--- src/rtl/instr_queue.sv ---
// ---------------------------------------------------------------------------
// instr_queue -- show-ahead instruction FIFO between fetch and decode.
//
// Each entry holds the fetched instruction word, its PC, and PC+4. The head
// entry is always visible on the outputs. A dequeue pops the head only when
// decode asks for it, the pipe is not frozen, and no redirect is in flight.
// When the queue is empty, the outputs are zero, so decode sees a NOP.
//
// Configuration:
//   IQ_BYPASS_EN  When defined, an offer made while the queue is empty
//                 falls straight through to the outputs in the same cycle.
//                 If decode consumes it in that cycle, it is never stored.
//                 When undefined, an enqueued entry becomes visible exactly
//                 one cycle later, and Instr1_Valid_OUT comes purely from
//                 registered state.
//
// Parameters:
//   DEPTH               number of entries (power of two, 2..64)
//
// Ports:
//   CLK                 clock; all state changes on posedge
//   RESET               synchronous, active-high; overrides everything
//   Instr_IN            fetched instruction word
//   Instr_PC_IN         PC of Instr_IN
//   Instr_PC_Plus4_IN   PC+4 of Instr_IN
//   Instr_Valid_IN      fetch offers an entry this cycle
//   Full_OUT            queue cannot accept; fetch holds its PC
//   Request_Instr1      decode is ready to consume the head entry
//   Stall_IN            downstream freeze; blocks dequeue, not enqueue
//   Flush_IN            redirect taken; all entries are discarded
//   Instr1_OUT          head instruction
//   Instr_PC_OUT        head PC
//   Instr_PC_Plus4_OUT  head PC+4
//   Instr1_Valid_OUT    head outputs are valid
//   Count_OUT           current occupancy (0..DEPTH)
// ---------------------------------------------------------------------------
module instr_queue #(
  parameter int DEPTH = 8
) (
  input  logic                     CLK,
  input  logic                     RESET,
  input  logic [31:0]              Instr_IN,
  input  logic [31:0]              Instr_PC_IN,
  input  logic [31:0]              Instr_PC_Plus4_IN,
  input  logic                     Instr_Valid_IN,
  output logic                     Full_OUT,
  input  logic                     Request_Instr1,
  input  logic                     Stall_IN,
  input  logic                     Flush_IN,
  output logic [31:0]              Instr1_OUT,
  output logic [31:0]              Instr_PC_OUT,
  output logic [31:0]              Instr_PC_Plus4_OUT,
  output logic                     Instr1_Valid_OUT,
  output logic [$clog2(DEPTH):0]   Count_OUT
);

  localparam int          AW       = $clog2(DEPTH);
  localparam logic [AW:0] FULL_CNT = (AW+1)'(DEPTH);

  typedef struct packed {
    logic [31:0] instr;
    logic [31:0] pc;
    logic [31:0] pc4;
  } entry_t;

  entry_t        mem [DEPTH];
  logic [AW-1:0] head, tail;
  logic [AW:0]   count;

  entry_t in_e, head_e, out_e;
  logic   empty, full, byp, deq, enq, push, pop;

  assign in_e   = '{instr: Instr_IN, pc: Instr_PC_IN, pc4: Instr_PC_Plus4_IN};
  assign head_e = mem[head];

  assign empty  = (count == '0);
  assign full   = (count == FULL_CNT);

`ifdef IQ_BYPASS_EN
  // The fall-through path is gated by RESET so that a reset cycle never
  // advertises a valid head.
  assign byp = empty & Instr_Valid_IN & ~Flush_IN & ~RESET;
`else
  assign byp = 1'b0;
`endif

  assign Instr1_Valid_OUT = ~empty | byp;

  always_comb begin
    out_e = '0;
    if (!empty)   out_e = head_e;
    else if (byp) out_e = in_e;
  end

  assign Instr1_OUT         = out_e.instr;
  assign Instr_PC_OUT       = out_e.pc;
  assign Instr_PC_Plus4_OUT = out_e.pc4;
  assign Full_OUT           = full;
  assign Count_OUT          = count;

  // An offer while full is refused even if the head leaves this cycle.
  // This keeps Full_OUT a pure function of registered state.
  assign deq = Request_Instr1 & Instr1_Valid_OUT & ~Stall_IN & ~Flush_IN;
  assign enq = Instr_Valid_IN & ~full & ~Flush_IN;

  // A bypassed entry that is consumed in the same cycle never touches storage.
  // A bypass dequeue pops nothing, because the queue is empty.
  assign push = enq & ~(byp & deq);
  assign pop  = deq & ~byp;

  always_ff @(posedge CLK) begin
    if (RESET || Flush_IN) begin
      head  <= '0;
      tail  <= '0;
      count <= '0;
    end else begin
      // The pointers are exactly AW bits wide, so they wrap DEPTH-1 -> 0 naturally.
      if (push) tail <= tail + 1'b1;
      if (pop)  head <= head + 1'b1;
      case ({push, pop})
        2'b10:   count <= count + 1'b1;
        2'b01:   count <= count - 1'b1;
        default: count <= count;
      endcase
    end
  end

  // Storage is not reset; entries past the pointers are never observed.
  always_ff @(posedge CLK) begin
    if (!RESET && push) mem[tail] <= in_e;
  end

endmodule

--- config.mk ---
export PLATFORM = sky130hd
export DESIGN_NAME = instr_queue
export DESIGN_NICKNAME = d
export VERILOG_FILES = /design/src/rtl/instr_queue.sv
export SDC_FILE = /design/constraint.sdc
export NUM_CORES = 1
export LEC_CHECK = 0
export BUFFER_PORTS_ARGS = -buffer_cell sky130_fd_sc_hd__buf_4
export CORE_UTILIZATION = 60
export CTS_BUF_LIST = sky130_fd_sc_hd__clkbuf_16
export DETAILED_ROUTE_END_ITERATION = 8
export PLACE_DENSITY = 0.82
export REMOVE_ABC_BUFFERS = 1
export SLEW_MARGIN = 20
export SYNTH_ARGS = -nofsm -noshare
export SYNTH_HDL_FRONTEND = slang
export SYNTH_SLANG_ARGS = --single-unit
--- constraint.sdc ---
create_clock -name CLK -period 13.54 [get_ports CLK]
set_clock_uncertainty 0.1 [all_clocks]
set_input_delay 1.354 -clock CLK [delete_from_list [all_inputs] [get_ports CLK]]
set_output_delay 1.354 -clock CLK [all_outputs]
set_load 0.01 [all_outputs]
==> impl_metrics.json, run 1 <==
{
  "r2r_start": "Count_OUT[1]$_SDFFE_PP0P_",
  "ff2ff_path_depth": 6,
  "tightestPinTransition_ns": 1.13,
  "required_ns": 12.09,
  "dieArea_sq_mm": 0.0508,
  "drt-met1-wl_mm": 23.9,
  "drc": 0,
  "internal-power_mw": 3.81,
  "yosysUniqueCellTypes": 32,
  "power.static_leakage_nw": 10.8,
  "synth_seq_cells": 781,
  "finalNetCount": 1642,
  "reg2reg_to": "mem[2][69]$_DFFE_PP_",
  "hold_viol": 0,
  "wl_met3_mm": 4.80,
  "fp.dieW_um": 225,
  "core_area_sq_mm": 0.0491,
  "crit_end": "Instr1_OUT[30]",
  "cts_sinks": 781,
  "clk_pin_slew_ns": 0.06,
  "end_kind": "output pin",
  "crit_fanout": 119,
  "switchingPower_uw": 911,
  "dr_wl_met2_mm": 30.3,
  "grt.total_usage_pct": 24.4,
  "cts_tree": "done",
  "pwr-share-comb_pct": 2.3,
  "clock_path_buffers": 3,
  "area_delta_synth_final_pct": 14.5,
  "ant_nets": 0,
  "cts_buffers": 74,
  "cts_setup_buffers": 0,
  "syn-cell-area_sq_mm": 0.0299,
  "fin_cells": 2254,
  "grt_pass1_vias": 14800,
  "synth_cells": 1297,
  "drive_above_1_share_pct": 33.3,
  "setup_violations": 0,
  "dpl.cell_count": 2122,
  "final_cell_area_sq_mm": 0.0343,
  "synth_top_cell_by_area": "edfxtp_1",
  "seq_area_frac_synth_pct": 77.9,
  "p_per_area_mw_per_mm2": 138,
  "rsz0062_at_grt": "false",
  "dpl-instance-area_sq_mm": 0.0320,
  "period_share_pct": 41.5,
  "synth_top_cell_area_share_pct": 77.1,
  "start_util_pct": 61.0,
  "min_path_cells": 2,
  "drt-total-wl_mm": 60.5,
  "seq_power_share_pct": 56.5,
  "maxUsedRoutingLayer": "met5",
  "drv_cap": 0,
  "min_period_ns": 5.62,
  "synthTopCellsByArea": "edfxtp_1, mux4_2, mux2i_1",
  "min_path_type": "reg2reg",
  "clk_latency_ns": 0.59,
  "io_buffers": 203,
  "place.gp.congestion": 0.710,
  "cts_root_buffer": "clkbuf_16",
  "swShare_pct": 19.3,
  "max-vdd-ir-drop_v": 0.000109,
  "drtIter0Drc": 1228,
  "grt_pass1_wl_mm": 89.9,
  "fmax_mhz": 178,
  "finalSetupTns_ns": 0,
  "via_per_inst": 6.11,
  "vias": 13800,
  "wl_per_cell_um": 26.8,
  "drt-pass1-iter-count": 5,
  "drv_slew": 0,
  "io_pins": 204,
  "die_h_um": 225,
  "num_rows": 81,
  "crit_type": "reg2out",
  "cts-htree-levels": 3,
  "reg2reg_slack_ns": 9.81,
  "post_cts_resized": 0,
  "cts_hold_buf": 0,
  "relSlewSlack_pct": 24.7,
  "yosysWarningCount": 0,
  "finalPower_mw": 4.72,
  "nFillCells": 2975,
  "clkPwrFrac_pct": 41.2,
  "synth_area_per_cell_sq_um": 23.1,
  "start_kind": "flop",
  "cp_data_arrival_time_ns": 4.16,
  "grt_start_max_net_pins": 120,
  "overflow": 0,
  "post-dp-hpwl_mm": 30.7,
  "post-route-util_pct": 69.9,
  "antenna_found_initial": 4,
  "status": "finished clean"
}
sequential cells by signal, indices dropped and copies added, names as in the netlist, named ones only:
name       cells
head           3
Count_OUT      4
tail           3
mem          768
placed cells by master (no fill, tap or decap), drive strengths merged, types with 2 or more instances in the layout:
cell type and instances:
edfxtp 768, buf 227, mux4 192, nor2 118, mux2i 98, clkbuf 77, inv 29, clkinv 26
dfxtp 13, ha 5, nand2 4, xor2 4, a21oi 4, bufinv 4, nor4 3, diode 2
nand3 2, nand2b 2
cell families (layout without fill, tap and decap cells):
logic type	Yosys count	in the layout	synth area share (%)
compound gates	7	7	0.134
simple gates	136	136	1.94
fa+ha+maj	6	6	0.276
xor+xnor	5	5	0.146
flops	781	781	77.9
other cells	0	2	0
buf+inv	72	363	1.85
mux	290	290	17.7
final cells by class:
cell class | instances | area (sq um) | area share, %
flip-flops and latches | 781 | 23300 | 68.1
multi-input cells | 444 | 6110 | 17.8
clock buffers | 77 | 1930 | 5.62
repair buffers | 227 | 1720 | 5.01
well taps | 664 | 831 | 2.42
clock inverters | 53 | 332 | 0.967
inverters | 6 | 22.5 | 0.0657
diodes | 2 | 5.00 | 0.0146
how the worst min path moves through the flow:
stage / startpoint / end / slack (ns)
2_1_floorplan: tail[0]$_SDFFE_PP0P_ / tail[0]$_SDFFE_PP0P_ / 0.38
6_report: tail[0]$_SDFFE_PP0P_ / tail[0]$_SDFFE_PP0P_ / 0.41
3_5_place_dp: tail[0]$_SDFFE_PP0P_ / tail[0]$_SDFFE_PP0P_ / 0.40
3_3_place_gp: tail[0]$_SDFFE_PP0P_ / tail[0]$_SDFFE_PP0P_ / 0.39
4_1_cts: tail[0]$_SDFFE_PP0P_ / tail[0]$_SDFFE_PP0P_ / 0.41
5_1_grt: tail[0]$_SDFFE_PP0P_ / tail[0]$_SDFFE_PP0P_ / 0.43
synth_stat cells (all sizes together):
| cell | count |
|---|---|
| edfxtp | 768 |
| nor3b | 1 |
| a211oi | 1 |
| nor4bb | 1 |
| nand2 | 4 |
| nand4 | 1 |
| fa | 1 |
| and4b | 1 |
| nor4 | 3 |
| nand2b | 2 |
| nand3 | 2 |
| mux4 | 192 |
| o21ai | 1 |
| dfxtp | 13 |
| inv | 6 |
| or2 | 1 |
| o31ai | 1 |
| xor2 | 4 |
| nor2 | 118 |
| nand3b | 1 |
| buf | 58 |
| mux2i | 98 |
| xnor2 | 1 |
| clkbuf | 8 |
| nor4b | 1 |
| ha | 5 |
| a21oi | 4 |
metrics by stage:
stage | hold WS, ns | setup slack (ns)
floorplan | 0.376 | 1.79
global placement | 0.394 | 8.42
detailed placement | 0.403 | 8.39
CTS | 0.411 | 7.76
global route | 0.425 | 7.56
finish | 0.406 | 7.92
metal layers:
metal | vias up | track usage, %
li1 | 5875 | -
met1 | 7220 | 33.4
met2 | 549 | 39.6
met3 | 117 | 5.32
met4 | 4 | 8.08
met5 | - | 0.978
power groups by stage:
stage | registers, mW | logic (mW) | clock network [mW]
2_1_floorplan | 2.72 | 0.0348 | 0
3_3_place_gp | 2.72 | 0.104 | 0
3_5_place_dp | 2.72 | 0.109 | 0
4_1_cts | 2.67 | 0.111 | 1.97
5_1_grt | 2.67 | 0.119 | 2.05
6_report | 2.67 | 0.110 | 1.94
critical path, cell delays in order (launching register included):
cell and delay (ns):
dfxtp_4 0.85, buf_12 0.80, buf_4 0.75, mux4_2 0.59, mux2i_1 0.16, nor2_1 0.13, buf_4 0.23
Note: power is estimated with default switching activity, not from simulation.
==> run 2, diff against run 1 <==
==> constraint.sdc (replaced) <==
create_clock -name CLK -period 5.5 [get_ports CLK]
set_clock_uncertainty 0.1 [all_clocks]
set_input_delay 0.55 -clock CLK [delete_from_list [all_inputs] [get_ports CLK]]
set_output_delay 0.55 -clock CLK [all_outputs]
set_load 0.01 [all_outputs]
==> run 2 against run 1 <==
Critical endpoint is now Instr_PC_OUT[19]. Register-to-register slack worse by 7.3 ns. Largest power group unchanged. Utilization rose by 0.63 points. Non-clock buffer count up 1. Setup slack got worse by 6.1 ns.
==> impl_metrics.json, run 2 (same netlist as run 1, synthesis figures left out) <==
{
  "largest_reg_flops": 768,
  "cts_root_buffer": "clkbuf_16",
  "finalNetCount": 1645,
  "antenna_found_initial": 6,
  "cts_buffers": 76,
  "cts_sinks": 781,
  "die_h_um": 225,
  "grt.total_usage_pct": 24.8,
  "drv_slew": 0,
  "drc": 0,
  "start_kind": "flop",
  "crit_type": "reg2out",
  "vias": 13800,
  "p_per_area_mw_per_mm2": 343,
  "finalPower_mw": 11.9,
  "cts_hold_buf": 0,
  "min_period_ns": 3.71,
  "nFillCells": 2880,
  "period_share_pct": 67.5,
  "setup_violations": 0,
  "regArea_sq_mm": 0.0233,
  "num_rows": 81,
  "cts_tree": "done",
  "via_per_inst": 6.11,
  "drive_above_1_share_pct": 33.8,
  "wl_per_cell_um": 27.0,
  "crit_end": "Instr_PC_OUT[19]",
  "relSlewSlack_pct": 34.0,
  "drt-total-wl_mm": 61.1,
  "drv_cap": 0,
  "dpl-instance-area_sq_mm": 0.0322,
  "drtIter0Drc": 1268,
  "fp.dieW_um": 225,
  "power.static_leakage_nw": 10.9,
  "cp_data_arrival_time_ns": 3.06,
  "post-dp-hpwl_mm": 31.5,
  "grt_pass1_vias": 14400,
  "required_ns": 4.85,
  "dieArea_sq_mm": 0.0508,
  "crit_fanout": 74,
  "hold_viol": 0,
  "tightestPinTransition_ns": 0.990,
  "drt-pass1-iter-count": 5,
  "layout_commonest_cell": "edfxtp_1",
  "max-vdd-ir-drop_v": 0.000251,
  "grt_pass1_wl_mm": 90.8,
  "ant_nets": 0,
  "io_buffers": 203,
  "ff2ff_path_depth": 5,
  "start_util_pct": 61.0,
  "clk_latency_ns": 0.60,
  "fmax_mhz": 269,
  "final_cell_mix": "edfxtp_1, buf_4, mux4_2",
  "reg2reg_to": "mem[4][87]$_DFFE_PP_",
  "cts_setup_buffers": 0,
  "grt_start_max_net_pins": 97,
  "reg2reg_slack_ns": 2.48,
  "overflow": 0,
  "status": "finished clean",
  "place.gp.congestion": 0.752,
  "min_path_type": "in2reg",
  "clock_path_buffers": 3,
  "end_kind": "output pin",
  "area_delta_synth_final_pct": 15.6,
  "cts-htree-levels": 3,
  "final_cell_area_sq_mm": 0.0346,
  "multi_input_area_sq_mm": 0.00611,
  "io_pins": 204,
  "clk_pin_slew_ns": 0.06,
  "core_area_sq_mm": 0.0491,
  "rsz0062_at_grt": "false",
  "post_cts_resized": 0,
  "r2r_start": "Count_OUT[0]$_SDFFE_PP0P_",
  "largest_register": "mem",
  "post-route-util_pct": 70.5
}
-- run 2: layer usage --
layer | GRT usage (%) | wire length, um | vias up
li1 | - | - | 5879
met1 | 34.4 | 24600 | 7322
met2 | 40.6 | 31300 | 524
met3 | 5.27 | 4170 | 77
met4 | 6.61 | 1000 | 8
met5 | 0 | 49 | -
-- run 2: final cells by class --
cell class              count  area share [%]
diodes                      2          0.0145
clock buffers              79            5.72
repair buffers            228            5.44
clock inverters            55            1.23
inverters                   6          0.0651
well taps                 664            2.40
multi-input cells         444            17.7
flip-flops and latches    781            67.5
-- run 2: metrics by stage --
step | worst slack (ns) | hold WS (ns) | setup TNS (ns) | instances
2_1_floorplan | -5.53 | 0.376 | -1593.48 | 1231
3_3_place_gp | 2.27 | 0.395 | 0 | 2122
3_5_place_dp | 2.15 | 0.413 | 0 | 2122
4_1_cts | 1.70 | 0.0384 | 0 | 2256
5_1_grt | 1.61 | 0.0617 | 0 | 2257
6_report | 1.79 | 0.0736 | 0 | 2259
-- run 2: power breakdown --
group          internal [mW]  switching, mW
logic                  0.113          0.161
clock network           2.89           2.12
registers               6.56        0.00841
total                   9.56           2.29
-- run 2: worst max-delay path, cell delays in order, from the launching register on --
cell	delay [ns]
dfxtp_4	0.62
buf_12	0.54
mux4_2	0.60
mux2i_1	0.37
nor2_1	0.08
buf_4	0.18
-- run 2: worst min-delay path by stage --
stage	start	end	slack, ns	depth (start not counted)
final	Instr_IN[0]	mem[2][64]$_DFFE_PP_	0.07	1
after global routing	Instr_PC_IN[19]	mem[0][51]$_DFFE_PP_	0.06	1
after CTS	Instr_IN[8]	mem[6][72]$_DFFE_PP_	0.04	1
after detailed placement	tail[0]$_SDFFE_PP0P_	tail[0]$_SDFFE_PP0P_	0.41	2
after global placement	tail[0]$_SDFFE_PP0P_	tail[0]$_SDFFE_PP0P_	0.39	2
after floorplan	tail[0]$_SDFFE_PP0P_	tail[0]$_SDFFE_PP0P_	0.38	2
==> run 3, diff against run 2 <==
--- a/config.mk
+++ b/config.mk
@@ -5,11 +5,12 @@
 export SDC_FILE = /design/constraint.sdc
 export NUM_CORES = 1
 export LEC_CHECK = 0
+export ABC_AREA = 1
 export BUFFER_PORTS_ARGS = -buffer_cell sky130_fd_sc_hd__buf_4
-export CORE_UTILIZATION = 60
+export CORE_UTILIZATION = 61
 export CTS_BUF_LIST = sky130_fd_sc_hd__clkbuf_16
 export DETAILED_ROUTE_END_ITERATION = 8
-export PLACE_DENSITY = 0.82
+export PLACE_DENSITY = 0.83
 export REMOVE_ABC_BUFFERS = 1
 export SLEW_MARGIN = 20
 export SYNTH_ARGS = -nofsm -noshare
==> constraint.sdc (replaced) <==
create_clock -name CLK -period 3.5 [get_ports CLK]
set_clock_uncertainty 0.1 [all_clocks]
set_input_delay 0.35 -clock CLK [delete_from_list [all_inputs] [get_ports CLK]]
set_output_delay 0.35 -clock CLK [all_outputs]
set_load 0.01 [all_outputs]
==> run 3 against run 2 <==
Non-clock buffer count grew 111. Clock power up 52%. Sequential share of layout area is 7.3 points lower. Utilization grew 1.4 points. Wire length grew 22%. Via count up 65%. Register-to-register slack lost 1.5 ns. Worst hold slack got worse by 0.035 ns. Area after synthesis rose by 11%. Largest cell class unchanged. Design area rose by 12%. First-iteration DRC count is 71% higher.
==> impl_metrics.json, run 3 <==
{
  "grt_start_max_net_pins": 214,
  "seq_area_frac_synth_pct": 70.0,
  "cp_data_arrival_time_ns": 2.85,
  "async_flop_share_pct": 0,
  "post-route-util_pct": 71.9,
  "drv_cap": 0,
  "synthTopCellsByArea": "edfxtp_1, nand2_1, inv_1",
  "clk_pin_slew_ns": 0.06,
  "die_h_um": 236,
  "vias": 22800,
  "io_pins": 204,
  "fin_cells": 4255,
  "slowest_delay_ns": 0.60,
  "tightestPinTransition_ns": 1.02,
  "wl_per_cell_um": 17.5,
  "period_share_pct": 94.2,
  "final_cell_mix": "nand2_1, edfxtp_1, inv_1",
  "finalSetupTns_ns": 0,
  "io_buffers": 203,
  "setup_slack_ns": 0.204,
  "yosysUniqueCellTypes": 23,
  "start_kind": "flop",
  "end_kind": "output pin",
  "min_path_type": "in2reg",
  "max-vdd-ir-drop_v": 0.000378,
  "nFillCells": 3438,
  "drt-total-wl_mm": 74.6,
  "cts_sinks": 781,
  "synth.most_common_cell": "nand2_1",
  "core_area_sq_mm": 0.0539,
  "required_ns": 3.05,
  "cts_root_buffer": "clkbuf_16",
  "status": "finished clean",
  "grt_pass1_vias": 22700,
  "drt-pass1-iter-count": 6,
  "synth_cells": 3243,
  "critPathTopFamily": "buffers and inverters",
  "cts_setup_buffers": 0,
  "place.gp.congestion": 0.783,
  "min_period_ns": 3.30,
  "grt.total_usage_pct": 27.1,
  "critPathBufInv": 3,
  "synth_seq_cells": 781,
  "post_cts_resized": 0,
  "grt_pass1_wl_mm": 117,
  "clk_latency_ns": 0.60,
  "syn-cell-area_sq_mm": 0.0333,
  "ant_nets": 0,
  "fp.dieW_um": 236,
  "antenna_found_initial": 2,
  "yosysWarningCount": 0,
  "reg2reg_slack_ns": 0.98,
  "drv_slew": 0,
  "synth_edf_count": 768,
  "fmax_mhz": 303,
  "post-dp-hpwl_mm": 38.6,
  "synth_area_per_cell_sq_um": 10.3,
  "crit_chain": "inv_6 -> buf_4 -> nand2_1 -> nand2_1 -> nor2_1 -> nor2_1 -> buf_4",
  "hold_viol": 0,
  "largest_reg_flops": 768,
  "clock_path_buffers": 3,
  "slowest_stage": "inv_6",
  "synthTopCellsByCount": "nand2_1, edfxtp_1, inv_1",
  "dieArea_sq_mm": 0.0556,
  "drive_above_1_share_pct": 9.85,
  "rsz0062_at_grt": "false",
  "relSlewSlack_pct": 32.1,
  "setup_violations": 0,
  "crit_type": "reg2out",
  "drtIter0Drc": 2163,
  "overflow": 0,
  "cts-htree-levels": 3,
  "p_per_area_mw_per_mm2": 487,
  "finalNetCount": 3608,
  "finalPower_mw": 18.9,
  "num_rows": 85,
  "place_ws_ns": 0.843,
  "cts_buffers": 75,
  "crit_fanout": 69,
  "area_delta_synth_final_pct": 16.3,
  "drc": 0,
  "largest_register": "mem",
  "synth_top_cell_area_share_pct": 69.2,
  "layout_commonest_cell": "nand2_1",
  "power.static_leakage_nw": 16.4,
  "via_per_inst": 5.36,
  "start_util_pct": 61.8,
  "dpl.cell_count": 4021,
  "synth_top_cell_by_area": "edfxtp_1",
  "cts_tree": "done",
  "synth_ff_type": "edfxtp_1"
}
run 3: cell types whose count changed after synthesis, sizes merged, moves of 63 or more:
cell / change
mux2i: -98
inv: +398
mux4: -192
buf: +63
nand3: +297
nor2: +91
nand2: +1365
run 3: path summary, 6_finish.rpt:
| path | startpoint | endpoint | cells after the start |
|---|---|---|---|
| min reg2reg | head[1]$_SDFFE_PP0P_ | flop | 2 |
| min | Flush_IN | tail[1]$_SDFFE_PP0P_ | 4 |
| max reg2reg | Count_OUT[0]$_SDFFE_PP0P_ | mem[6][38]$_DFFE_PP_ | 5 |
| max | flop | Instr_PC_OUT[23] | 7 |
run 3: what timing repair did:
item	4_1_cts	5_1_grt
setup endpoints to repair	0	0
hold endpoints to repair	770	0
hold buffers	98	0
run 3: cell families after synthesis:
group                    synth area share [%]
AO/OA/AOI/OAI                           0.173
XOR/XNOR                               0.0263
adder cells (fa/ha/maj)                 0.248
buffers and inverters                    7.19
flip-flops                               70.0
AND/OR/NAND/NOR                          22.4
run 3: worst min-delay path, delay by kind of cell:
kind,cells,cell delay (ns)
AOI/OAI and AO/OA,1,0.06
buffers and inverters,1,0.09
and+or+nand+nor,2,0.19
run 3: area by class of cell:
cell class	instances	area [sq um]	share of cell area (%)
Sequential cell	781	23300	60.2
Multi-Input combinational cell	1899	7670	19.8
Timing Repair Buffer	339	3050	7.88
Clock buffer	78	1950	5.04
Inverter	404	1530	3.96
Tap cell	696	871	2.25
Clock inverter	54	340	0.878
Antenna cell	4	10.0	0.0258
run 3: routing by layer:
| layer | global-route usage, % | up-vias | routed length, um |
|---|---|---|---|
| met5 | 0 | - | 0 |
| met4 | 12.1 | 0 | 2380 |
| met3 | 3.73 | 170 | 5470 |
| met2 | 44.6 | 1009 | 36900 |
| met1 | 36.2 | 10800 | 29900 |
| li1 | - | 10900 | - |
run 3: through the flow:
| step | hold WS (ns) | instance area (sq um) |
|---|---|---|
| 2_1_floorplan | 0.349 | 32400 |
| 3_3_place_gp | 0.385 | 35500 |
| 3_5_place_dp | 0.395 | 35500 |
| 4_1_cts | 0.0153 | 38800 |
| 5_1_grt | 0.0773 | 38800 |
| 6_report | 0.0388 | 38800 |
run 3: report_power, final:
group	leakage [nW]	switching, mW	total (mW)	internal (mW)
registers	7.03	0.0146	10.3	10.3
clock network	1.19	3.30	7.61	4.31
logic	8.22	0.578	0.959	0.381
